### src/rtl/io_hub.sv
// ---------------------------------------------------------------------------
// io_hub -- memory-mapped I/O endpoint behind the CPU byte-serial bus.
//
// Address map (mem_a[17:16] == 2'b11 selects I/O; only mem_a[17:0] decoded):
//   write, mem_a[2:0]==0 : non-zero byte pushed to the TX FIFO (0x00 ignored)
//   write, mem_a[2:0]==4 : sets the sticky program_finish flag
//   read  0x30000        : pops the RX FIFO head (0x00 when empty)
//   read  0x30004        : cycle counter byte 0, snapshots the whole counter
//   read  0x30005..7     : snapshot bytes 1..3 (coherent 32-bit read)
//   any other I/O read   : 0x00
//
// Ports:
//   clk_in, rst_in        clock, asynchronous active-low reset
//   rdy_in                CPU ready; gates bus accesses and the cycle counter
//   mem_a/mem_dout/mem_wr CPU bus address, write data, write strobe
//   io_din                registered read data (1-cycle latency)
//   io_buffer_full        TX FIFO has FULL_MARGIN or fewer free slots
//   tx_data/valid/ready   show-ahead TX FIFO output toward the UART
//   rx_data/rx_valid      UART receive bytes, one per asserted cycle
//   program_finish        sticky stop flag
//   tx_overflow           sticky: a TX byte was dropped on a full FIFO
// ---------------------------------------------------------------------------
module io_hub #(
    parameter int FIFO_WIDTH  = 3,
    parameter int FULL_MARGIN = 2
) (
    input  logic        clk_in,
    input  logic        rst_in,
    input  logic        rdy_in,
    input  logic [31:0] mem_a,
    input  logic [7:0]  mem_dout,
    input  logic        mem_wr,
    output logic [7:0]  io_din,
    output logic        io_buffer_full,
    output logic [7:0]  tx_data,
    output logic        tx_valid,
    input  logic        tx_ready,
    input  logic [7:0]  rx_data,
    input  logic        rx_valid,
    output logic        program_finish,
    output logic        tx_overflow
);

    localparam int DEPTH = 1 << FIFO_WIDTH;

    typedef logic [FIFO_WIDTH-1:0] ptr_t;
    typedef logic [FIFO_WIDTH:0]   cnt_t;

    localparam cnt_t CNT_FULL = cnt_t'(DEPTH);
    localparam cnt_t CNT_NEAR = cnt_t'(DEPTH - FULL_MARGIN);

    localparam logic [17:0] ADDR_DATA = 18'h30000;
    localparam logic [17:0] ADDR_CNT0 = 18'h30004;
    localparam logic [17:0] ADDR_CNT1 = 18'h30005;
    localparam logic [17:0] ADDR_CNT2 = 18'h30006;
    localparam logic [17:0] ADDR_CNT3 = 18'h30007;

    // ------------------------------------------------------------------
    // Bus decode
    // ------------------------------------------------------------------
    logic [17:0] io_addr;
    logic        unused_addr;
    logic        io_sel;
    logic        io_wr;
    logic        io_rd;

    assign io_addr     = mem_a[17:0];
    assign unused_addr = ^mem_a[31:18];
    assign io_sel      = rdy_in && (io_addr[17:16] == 2'b11);
    assign io_wr       = io_sel && mem_wr;
    assign io_rd       = io_sel && !mem_wr;

    // ------------------------------------------------------------------
    // TX FIFO
    // ------------------------------------------------------------------
    logic [7:0] tx_mem [DEPTH];
    ptr_t       tx_wptr;
    ptr_t       tx_rptr;
    cnt_t       tx_count;
    logic       tx_wr_hit;
    logic       tx_full;
    logic       tx_push;
    logic       tx_drop;
    logic       tx_pop;

    assign tx_full        = (tx_count == CNT_FULL);
    assign tx_wr_hit      = io_wr && (io_addr[2:0] == 3'd0) && (mem_dout != 8'h00);
    assign tx_push        = tx_wr_hit && !tx_full;
    assign tx_drop        = tx_wr_hit && tx_full;
    assign tx_valid       = (tx_count != '0);
    assign tx_pop         = tx_valid && tx_ready;
    // Gated so the output is a clean zero while the FIFO is empty.
    assign tx_data        = tx_valid ? tx_mem[tx_rptr] : 8'h00;
    assign io_buffer_full = (tx_count >= CNT_NEAR);

    // NOTE: the storage array has no reset; validity is carried entirely by
    // the count, so clearing the pointers/count is enough to empty the FIFO.
    always_ff @(posedge clk_in) begin
        if (tx_push) begin
            tx_mem[tx_wptr] <= mem_dout;
        end
    end

    always_ff @(posedge clk_in or negedge rst_in) begin
        if (!rst_in) begin
            tx_wptr  <= '0;
            tx_rptr  <= '0;
            tx_count <= '0;
        end else begin
            if (tx_push) tx_wptr <= tx_wptr + ptr_t'(1);
            if (tx_pop)  tx_rptr <= tx_rptr + ptr_t'(1);
            case ({tx_push, tx_pop})
                2'b10:   tx_count <= tx_count + cnt_t'(1);
                2'b01:   tx_count <= tx_count - cnt_t'(1);
                default: ;
            endcase
        end
    end

    // ------------------------------------------------------------------
    // RX FIFO
    // ------------------------------------------------------------------
    logic [7:0] rx_mem [DEPTH];
    ptr_t       rx_wptr;
    ptr_t       rx_rptr;
    cnt_t       rx_count;
    logic       rx_empty;
    logic       rx_push;
    logic       rx_pop;

    assign rx_empty = (rx_count == '0);
    // Receiver pushes are not gated by rdy_in; a full FIFO drops the byte.
    assign rx_push  = rx_valid && (rx_count != CNT_FULL);
    assign rx_pop   = io_rd && (io_addr == ADDR_DATA) && !rx_empty;

    always_ff @(posedge clk_in) begin
        if (rx_push) begin
            rx_mem[rx_wptr] <= rx_data;
        end
    end

    always_ff @(posedge clk_in or negedge rst_in) begin
        if (!rst_in) begin
            rx_wptr  <= '0;
            rx_rptr  <= '0;
            rx_count <= '0;
        end else begin
            if (rx_push) rx_wptr <= rx_wptr + ptr_t'(1);
            if (rx_pop)  rx_rptr <= rx_rptr + ptr_t'(1);
            case ({rx_push, rx_pop})
                2'b10:   rx_count <= rx_count + cnt_t'(1);
                2'b01:   rx_count <= rx_count - cnt_t'(1);
                default: ;
            endcase
        end
    end

    // ------------------------------------------------------------------
    // Cycle counter and coherent snapshot
    // ------------------------------------------------------------------
    logic [31:0] cycle_cnt;
    logic [31:0] snapshot;

    always_ff @(posedge clk_in or negedge rst_in) begin
        if (!rst_in) begin
            cycle_cnt <= '0;
            snapshot  <= '0;
        end else begin
            if (rdy_in) cycle_cnt <= cycle_cnt + 32'd1;
            // Byte 0 latches the full value so bytes 1..3 match it even
            // though the live counter keeps running between the reads.
            if (io_rd && (io_addr == ADDR_CNT0)) snapshot <= cycle_cnt;
        end
    end

    // ------------------------------------------------------------------
    // Read data mux and registered status
    // ------------------------------------------------------------------
    logic [7:0] rd_data;

    // NOTE: rd_data gets its default first so no path leaves it unassigned,
    // which would otherwise infer a latch.
    always_comb begin
        rd_data = 8'h00;
        case (io_addr)
            ADDR_DATA: if (!rx_empty) rd_data = rx_mem[rx_rptr];
            ADDR_CNT0: rd_data = cycle_cnt[7:0];
            ADDR_CNT1: rd_data = snapshot[15:8];
            ADDR_CNT2: rd_data = snapshot[23:16];
            ADDR_CNT3: rd_data = snapshot[31:24];
            default:   ;
        endcase
    end

    always_ff @(posedge clk_in or negedge rst_in) begin
        if (!rst_in) begin
            io_din         <= 8'h00;
            program_finish <= 1'b0;
            tx_overflow    <= 1'b0;
        end else begin
            if (io_rd) io_din <= rd_data;
            if (io_wr && (io_addr[2:0] == 3'd4)) program_finish <= 1'b1;
            if (tx_drop) tx_overflow <= 1'b1;
        end
    end

endmodule

### config.mk
export PLATFORM = sky130hd
export DESIGN_NAME = io_hub
export DESIGN_NICKNAME = d
export VERILOG_FILES = /design/src/rtl/io_hub.sv
export SDC_FILE = /design/constraint.sdc
export NUM_CORES = 1
export LEC_CHECK = 0
export ABC_AREA = 1
export CAP_MARGIN = 10
export CORE_MARGIN = 2
export CORE_UTILIZATION = 51
export DETAILED_ROUTE_END_ITERATION = 10
export PLACE_DENSITY_LB_ADDON = 0.25
export SYNTH_ARGS = -nofsm -noshare
export SYNTH_HDL_FRONTEND = slang
export SYNTH_SLANG_ARGS = --single-unit
export TNS_END_PERCENT = 10
### constraint.sdc
create_clock -name clk_in -period 5.4 [get_ports clk_in]
set_clock_uncertainty 0.2 [all_clocks]
set_input_delay 0.81 -clock clk_in [delete_from_list [all_inputs] [get_ports clk_in]]
set_output_delay 0.81 -clock clk_in [all_outputs]
set_load 0.01 [all_outputs]
# Word level (Yosys, flattened, before mapping)
# Memories as Yosys holds them, arrays and structs flattened.
# Cells that the tools add are included.
# Widths: inputs -> output; s select.
word_totals:
  register_bits: 94
  mem_bits_rw: 128
  out_inout_bits: 20
  mem_count: 2
  input_bits: 54
mem_list:
  columns: ["name", "depth", "word_bits", "read_ports", "rd_ports_with_merged_regs", "wr", "line", "text"]
  rows:
  - ["rx_mem", 8, 8, 1, 0, 1, "123", "logic [7:0] rx_mem [DEPTH];"]
  - ["tx_mem", 8, 8, 1, 0, 1, "76", "logic [7:0] tx_mem [DEPTH];"]
classes:
  reduce_logical: 22
  addsub: 9
  n_lt_le_gt_ge: 1
  eq_ne: 13
  muxes: 9
ops:
  columns: ["op", "count"]
  rows:
  - ["$eq 18x18->1 const B", 5]
  - ["$pmux 8 s5", 1]
  - ["$add 32x1->32 const B", 1]
  - ["$mux 8", 2]
  - ["$pmux 4 s2", 2]
  - ["$logic_and 1x1->1", 13]
  - ["$add 3x1->3 const B", 4]
  - ["$add 4x1->4 const B", 2]
  - ["$reduce_bool 8->1", 1]
  - ["$sub 4x1->4 const B", 2]
  - ["$eq 2x2->1 const B", 3]
  - ["$eq 2x1->1 const B", 2]
  - ["$eq 4x4->1 const B", 1]
  - ["$ge 4x3->1 const B", 1]
  - ["$logic_not 4->1", 1]
  - ["$mux 1", 4]
  - ["$ne 4x4->1 const B", 1]
  - ["$reduce_bool 2->1", 2]
  - ["$reduce_bool 4->1", 1]
  - ["$eq 3x3->1 const B", 1]
  - ["$logic_not 1->1", 3]
  - ["$logic_not 3->1", 1]

# Longest topological paths before layout
logic_depth:
  word_depth: 8
  depth_mapped: 15
  depth_no_buf: 15

# Worst setup path after synthesis
# OpenSTA, ideal clock, no wires.
synth_timing:
  kind: "input -> register"
  startpoint: "input port rdy_in"
  endpoint: "register rx_count[3]"
  arrival_ps: 2516
  required_time_ps: 5079
  slack_ps: 2562
  path_stages: 14
  setup_ps: 121
  path_buffers: 1
  cell_sequence: "buf_4 -> inv_2 -> nor3_4 -> inv_2 -> nor2_2 -> ha_1 -> ha_1 -> nand2_1 -> nand2_1 -> a21oi_1 -> nor2_1 -> nor2_1 -> nand2_1 -> xor2_1"
synth_via:
  elab_chain_len: 6
synth_rtl:
  columns: ["item", "line", "text"]
  rows:
  - ["start: declaration", "29", "input logic rdy_in,"]
  - ["$logic_and 1x1->1 *", "69", "assign io_sel = rdy_in && (io_addr[17:16] == 2'b11);"]
  - ["$logic_and 1x1->1 *", "71", "assign io_rd = io_sel && !mem_wr;"]
  - ["$logic_and 1x1->1 * (2 in series)", "134", "assign rx_pop = io_rd && (io_addr == ADDR_DATA) && !rx_empty;"]
  - ["named net rx_pop", "129", "logic rx_pop;"]
  - ["$eq 2x1->1 or $eq 2x2->1 (tied branches)", "150", "case ({rx_push, rx_pop})"]
  - ["$pmux 4 s2 or $reduce_bool 2->1 (tied branches)", null, null]
  - ["end signal: assignment", "151", "2'b10: rx_count <= rx_count + cnt_t'(1);"]
  - ["end signal: assignment", "152", "2'b01: rx_count <= rx_count - cnt_t'(1);"]
  - ["end: declaration", "126", "cnt_t rx_count;"]
# The timed path passes the listed nets; every way through them passes the cells marked *.
# A chain may end at the register's enable or synchronous reset.

# Worst setup path after layout
layout_timing:
  startpoint: "register tx_rptr[0]"
  endpoint: "output port tx_data[6]"
layout_via:
  elab_chain_len: 2
layout_rtl:
  columns: ["item", "line", "text"]
  rows:
  - ["start: declaration", "78", "ptr_t tx_rptr;"]
  - ["start signal: assignment", "111", "if (tx_pop) tx_rptr <= tx_rptr + ptr_t'(1);"]
  - ["$mem_v2 8x8", null, null]
  - ["$mux 8", "93", "assign tx_data = tx_valid ? tx_mem[tx_rptr] : 8'h00;"]
  - ["end: declaration", "35", "output logic [7:0] tx_data,"]
# Every way passes these cells.

==> run metrics <==
maximum vdd drop 0.368 mV; status complete, no violations; pre-CTS setup slack 1.59 ns; final wirelength 20.4 mm; Worst R2R Start rx_rptr[0]; Setup CP Type flop to primary output; Hold Fails Final Rpt 0; die width 141 µm; dpl cells 1191; LEAKAGE 4.58 nW; Final setup viols 0; Worst Path Required 4.39 ns; Post-synth ARST share 0.402; # DRC 0; initial antenna violation count 0; critical-path cell list buf_4 > inv_1 > nor2_1 > o32ai_1 > o21ai_0 > nor2_1 > clkdlybuf4s50_1; post-CTS sizing 0; Fmax 0.240 GHz; Root Buffer Master clkbuf_16; FP Rows 50; Die Y-Extent 141 µm; final period utilization 0.771; Inserted Clock Buffers 23; CTS sink cnt 214; Max Slew Vio Count 0; Syn Inst Count 924; Post-DP HPWL 13.4 mm; vias in the first global route 6420; #FFs+latches synth 214; # hold bufs at CTS 0; # Post-CTS Setup Buffers 0; Max stage delay cell, worst path inv_1; commonest register cell after synthesis edfxtp_1; starting density of the core 0.516; final total power 4.37 mW; syn_nets 990; H-Tree Depth 1; arrival time of the worst setup path 3.15 ns; Final #Nets 1048; most used cell, CP nor2_1; n_diodes 0; crit-path max cell delay 0.81 ns; Worst Path Max Fanout 34; gr ovfl total 0; Worst-Margin Slew 1.09 ns; post-synthesis cell area 9580 µm²; largest net degree at the start of global routing 46; pwr/cell area 396 nW/µm²; Min-Delay Path Class input pin to async pin; unrepaired setup endpoints after global routing no; Startpoint Class flop; worst reg2reg setup slack 2.34 ns; endpoint type of the worst setup path primary output; via/cell ratio 5.44; CTS clk-pin slew, worst paths 0.06 ns; Final Critical Period 4.16 ns; Slew HR 0.274; setup TNS 0 ns; routed vias 6697; worst r2r dst io_din[3]; Syn-to-layout area delta 15.0%; GRT Util Overall 0.209; Syn. warnings 0; Skew-Pair Late Insertion Delay 0.52 ns; worst reg-to-reg path cell count 9; number of enable flip-flop cells after synthesis 128; Netlist cell types 41; register area share after synthesis 0.626; core area 18600 µm²; 1st-pass router iterations 6; DRT antenna net count 0; fin cells 1231; IO Pins 74; Clock Path Buffers 3; CTS tree done; GP Congestion 0.835; min setup slack post-route 1.24 ns; first-pass GRT wire length 33.3 mm; Routed wire per std cell 16.6 µm; die area 19900 µm²; First DRT Iteration DRCs 479; share of layout cells above drive strength 1 0.0622; buffers added on ports 59; final hold slack 0.0911 ns; Synth Area per Inst 10.4 µm²; max cap viols 0
power breakdown:
group | switching (mW) | internal (mW)
registers | 0.143 | 1.90
logic | 0.539 | 0.382
clock network | 0.615 | 0.790
total | 1.30 | 3.07
registers in the layout, summed over array words and instances (netlist names):
name / flops
rx_mem: 64
tx_mem: 64
cycle_cnt: 32
snapshot: 24
io_din: 8
rx_count: 4
tx_count: 4
rx_rptr: 3
rx_wptr: 3
tx_rptr: 3
tx_wptr: 3
program_finish: 1
tx_overflow: 1
routing by layer:
layer | routed length [µm] | GRT usage | up-vias
li1 | - | - | 3274
met1 | 9210 | 0.299 | 3200
met2 | 9750 | 0.344 | 194
met3 | 1080 | 0.0255 | 29
met4 | 393 | 0.0532 | 0
met5 | 0 | 0 | -
cell families after synthesis:
family | after synthesis | share of synthesized area
AO/OA/AOI/OAI | 124 | 0.0742
adder cells (fa/ha/maj) | 12 | 0.0165
AND/OR/NAND/NOR | 428 | 0.197
flip-flops | 214 | 0.626
multiplexers | 5 | 0.00627
XOR/XNOR | 44 | 0.0402
buffers and inverters | 97 | 0.0402
synth_stat cells (2+ instances only):
library cell	n	area, µm²
a21oi_1	3	15.0
buf_1	2	7.51
buf_2	2	10.0
buf_4	3	22.5
clkbuf_1	21	78.8
dfrtp_1	86	2150
edfxtp_1	128	3840
ha_1	11	138
inv_1	63	236
inv_2	4	15.0
mux2_2	4	45.0
nand2_1	177	664
nand2_2	3	18.8
nand3_1	30	150
nand4_1	37	231
nor2_1	150	563
nor2_2	2	12.5
nor2_4	4	45.0
nor3_1	11	55.1
nor3_2	3	30.0
nor4_1	3	18.8
o21ai_0	65	325
o21ai_1	21	105
o22ai_1	16	100
o32ai_1	16	140
or2_2	2	12.5
xnor2_1	7	61.3
xor2_1	37	324
placed cells by master (no fill, tap or decap), types with 7 or more instances in the layout:
cell             instances
ha_1                    11
clkbuf_1                 8
nand4_1                 37
o22ai_1                 16
inv_1                   63
clkbuf_16               23
o21ai_0                 65
o21ai_1                 21
clkdlybuf4s50_1         58
nor2_1                 150
o32ai_1                 16
nor3_1                  11
edfxtp_1               128
nand3_1                 30
dfrtp_1                 86
xnor2_1                  7
nand2_1                177
xor2_1                  37
metrics by stage:
step,instance area (µm²),utilization
after floorplan,9580,-
after global placement,10400,0.557
after detailed placement,10400,0.557
after CTS,11000,0.593
after global routing,11000,0.593
final,11000,0.593
critical path: cells and delay by family (launching register included):
kind / cells / cell delay [ns]
compound gates: 2 / 0.45
simple gates: 2 / 0.22
flops: 1 / 0.36
buf+inv: 3 / 1.61
layout make-up:
cell class              count  area (µm²)
repair buffers             62         611
clock inverters             9        58.8
inverters                  68         255
well taps                 234         293
fillers                  1526        7560
clock buffers              31         606
multi-input cells         613        3200
flip-flops and latches    214        6000
how the worst max path moves through the flow:
stage / start / to / cells past startpoint / slack, ns
detailed placement: mem_a[13] / rx_count[3] / 16 / 1.59
CTS: tx_rptr[0] / tx_data[5] / 7 / 1.20
finish: tx_rptr[0] / tx_data[6] / 7 / 1.24
global route: tx_rptr[0] / tx_data[5] / 7 / 0.93
global placement: mem_a[13] / rx_count[3] / 16 / 1.65
floorplan: rdy_in / rx_count[3] / 14 / 2.56
No activity file was read; power rests on OpenSTA's default activity.
==> RTL edit (config.mk and constraints unchanged) <==
Set the parameter `FIFO_WIDTH` to 2 (it was 3).
--- a/src/rtl/io_hub.sv
+++ b/src/rtl/io_hub.sv
@@ -22,5 +22,5 @@
 // ---------------------------------------------------------------------------
 module io_hub #(
-    parameter int FIFO_WIDTH  = 3,
+    parameter int FIFO_WIDTH  = 2,
     parameter int FULL_MARGIN = 2
 ) (
Check against the original RTL: not equivalent (a bounded check fails within 4 cycles, from zero or initial values and one cycle with rst_in low).
==> RTL edit against the unedited design <==
Sequential cell count down 70; maximum frequency up 21%; cell count down 23%; total power down 29%; global-route usage up 0.17 points; core utilization up 2.1 points; area after synthesis down 29%; routed wire length down 31%; final area down 27%; worst setup slack better by 0.73 ns; critical path depth up 5; synthesized cell count down 25%; sequential share of layout area down 5.6 points; count of clock-buffer cells in the layout down 12; critical path type is now primary input to flip-flop; critical endpoint is now rx_count[2].
==> RTL edit: results <==
{
  "regArea_um2": 3920,
  "critPathSlowestCell": "clkdlybuf4s50_1",
  "clock_buffers": 19,
  "clkCellAreaFrac_pct": 6.82,
  "dpl_cell_area_um2": 7490,
  "cp.arrival_ns": 3.57,
  "synth_common_cells": "nand2_1 (128), nor2_1 (103), dfrtp_1 (80), inv_1 (71), edfxtp_1 (64)",
  "firstDrtPassIters": 4,
  "endpoint": "rx_count[2]",
  "max_stage_delay_ns": 0.76,
  "yosysSeqAreaShare_pct": 58.0,
  "multi_input_area_share_pct": 30.8,
  "grt_max_degree": 81,
  "synth_fp_nets": 759,
  "synthTopCellsByArea": "dfrtp_1 (30%), edfxtp_1 (28%), nand2_1 (7.1%), nor2_1 (5.7%), xor2_1 (4.3%)",
  "synth-xor-area-share_pct": 4.92,
  "worstMarginPinSlew_ns": 0.996,
  "synth_edf_count": 64,
  "place_congestion": 0.839,
  "grtUsageMet2_pct": 34.3,
  "synth.ff_latch_count": 144,
  "comb.multi_input.count": 456,
  "hp-class": "flip-flop to flip-flop",
  "track_usage_pct": 21.1,
  "drt-total-wl_um": 14000,
  "ys_async_sr_fraction_pct": 55.6,
  "grt_pass1_vias": 4817,
  "synthDistinctLibCells": 33,
  "cts_made_buffers": 17,
  "grt_use_met3_pct": 5.03,
  "drt-initial-drc-count": 337,
  "wl_met2_um": 6980,
  "yosys_most_used_dff": "dfrtp_1",
  "cts_htree_levels": 4,
  "dp_hpwl_um": 10100,
  "m1WireLength_um": 6230,
  "whs_ns": 0.276,
  "fill_cells": 1058,
  "viasPerCell": 5.14,
  "inverters": 75,
  "r2r-end": "tx_count[1]",
  "irDropWorstVdd_uv": 241,
  "clk_latency_ns": 0.42,
  "drive_above_1_share_pct": 7.57,
  "synth_mux_area_share_pct": 1.50,
  "layout.nonclk_buf_share_pct": 7.32,
  "synth_compound_area_share_pct": 5.90,
  "r2r-start": "tx_count[1]",
  "buffers_excl_clock": 59,
  "r2r_slack_ns": 2.89,
  "largestRegisters": "cycle_cnt x32, rx_mem x32, tx_mem x32",
  "wl_met3_um": 590,
  "cts_buffer_depth": 2,
  "status": "completed",
  "grt_pass1_wl_um": 23300
}
-- RTL edit: cell count changes in the layout (fill, tap and decap cells not counted), sizes merged, moves of 8 or more --
cell / unedited run / this run
edfxtp: 128 / 64
nand2: 181 / 132
o32ai: 16 / 0
o22ai: 16 / 8
inv: 68 / 77
nor2: 157 / 107
o21ai: 86 / 53
clkbuf: 31 / 19
-- RTL edit: where the power goes --
part | total (mW) | switching, mW | leakage, nW | internal (mW)
clock network | 1.08 | 0.446 | 0.260 | 0.632
registers | 1.39 | 0.116 | 1.59 | 1.27
logic | 0.623 | 0.346 | 1.76 | 0.277
total | 3.09 | 0.908 | 3.61 | 2.18
-- RTL edit: metrics by stage --
stage | setup WS (ns) | utilization (%) | power, mW | instances
floorplan | 2.60 | - | 1.76 | 692
global placement | 1.61 | 57.2 | 2.00 | 910
detailed placement | 1.57 | 57.2 | 2.04 | 910
CTS | 1.99 | 61.4 | 3.12 | 942
global route | 1.80 | 61.4 | 3.26 | 942
finish | 1.97 | 61.4 | 3.09 | 942
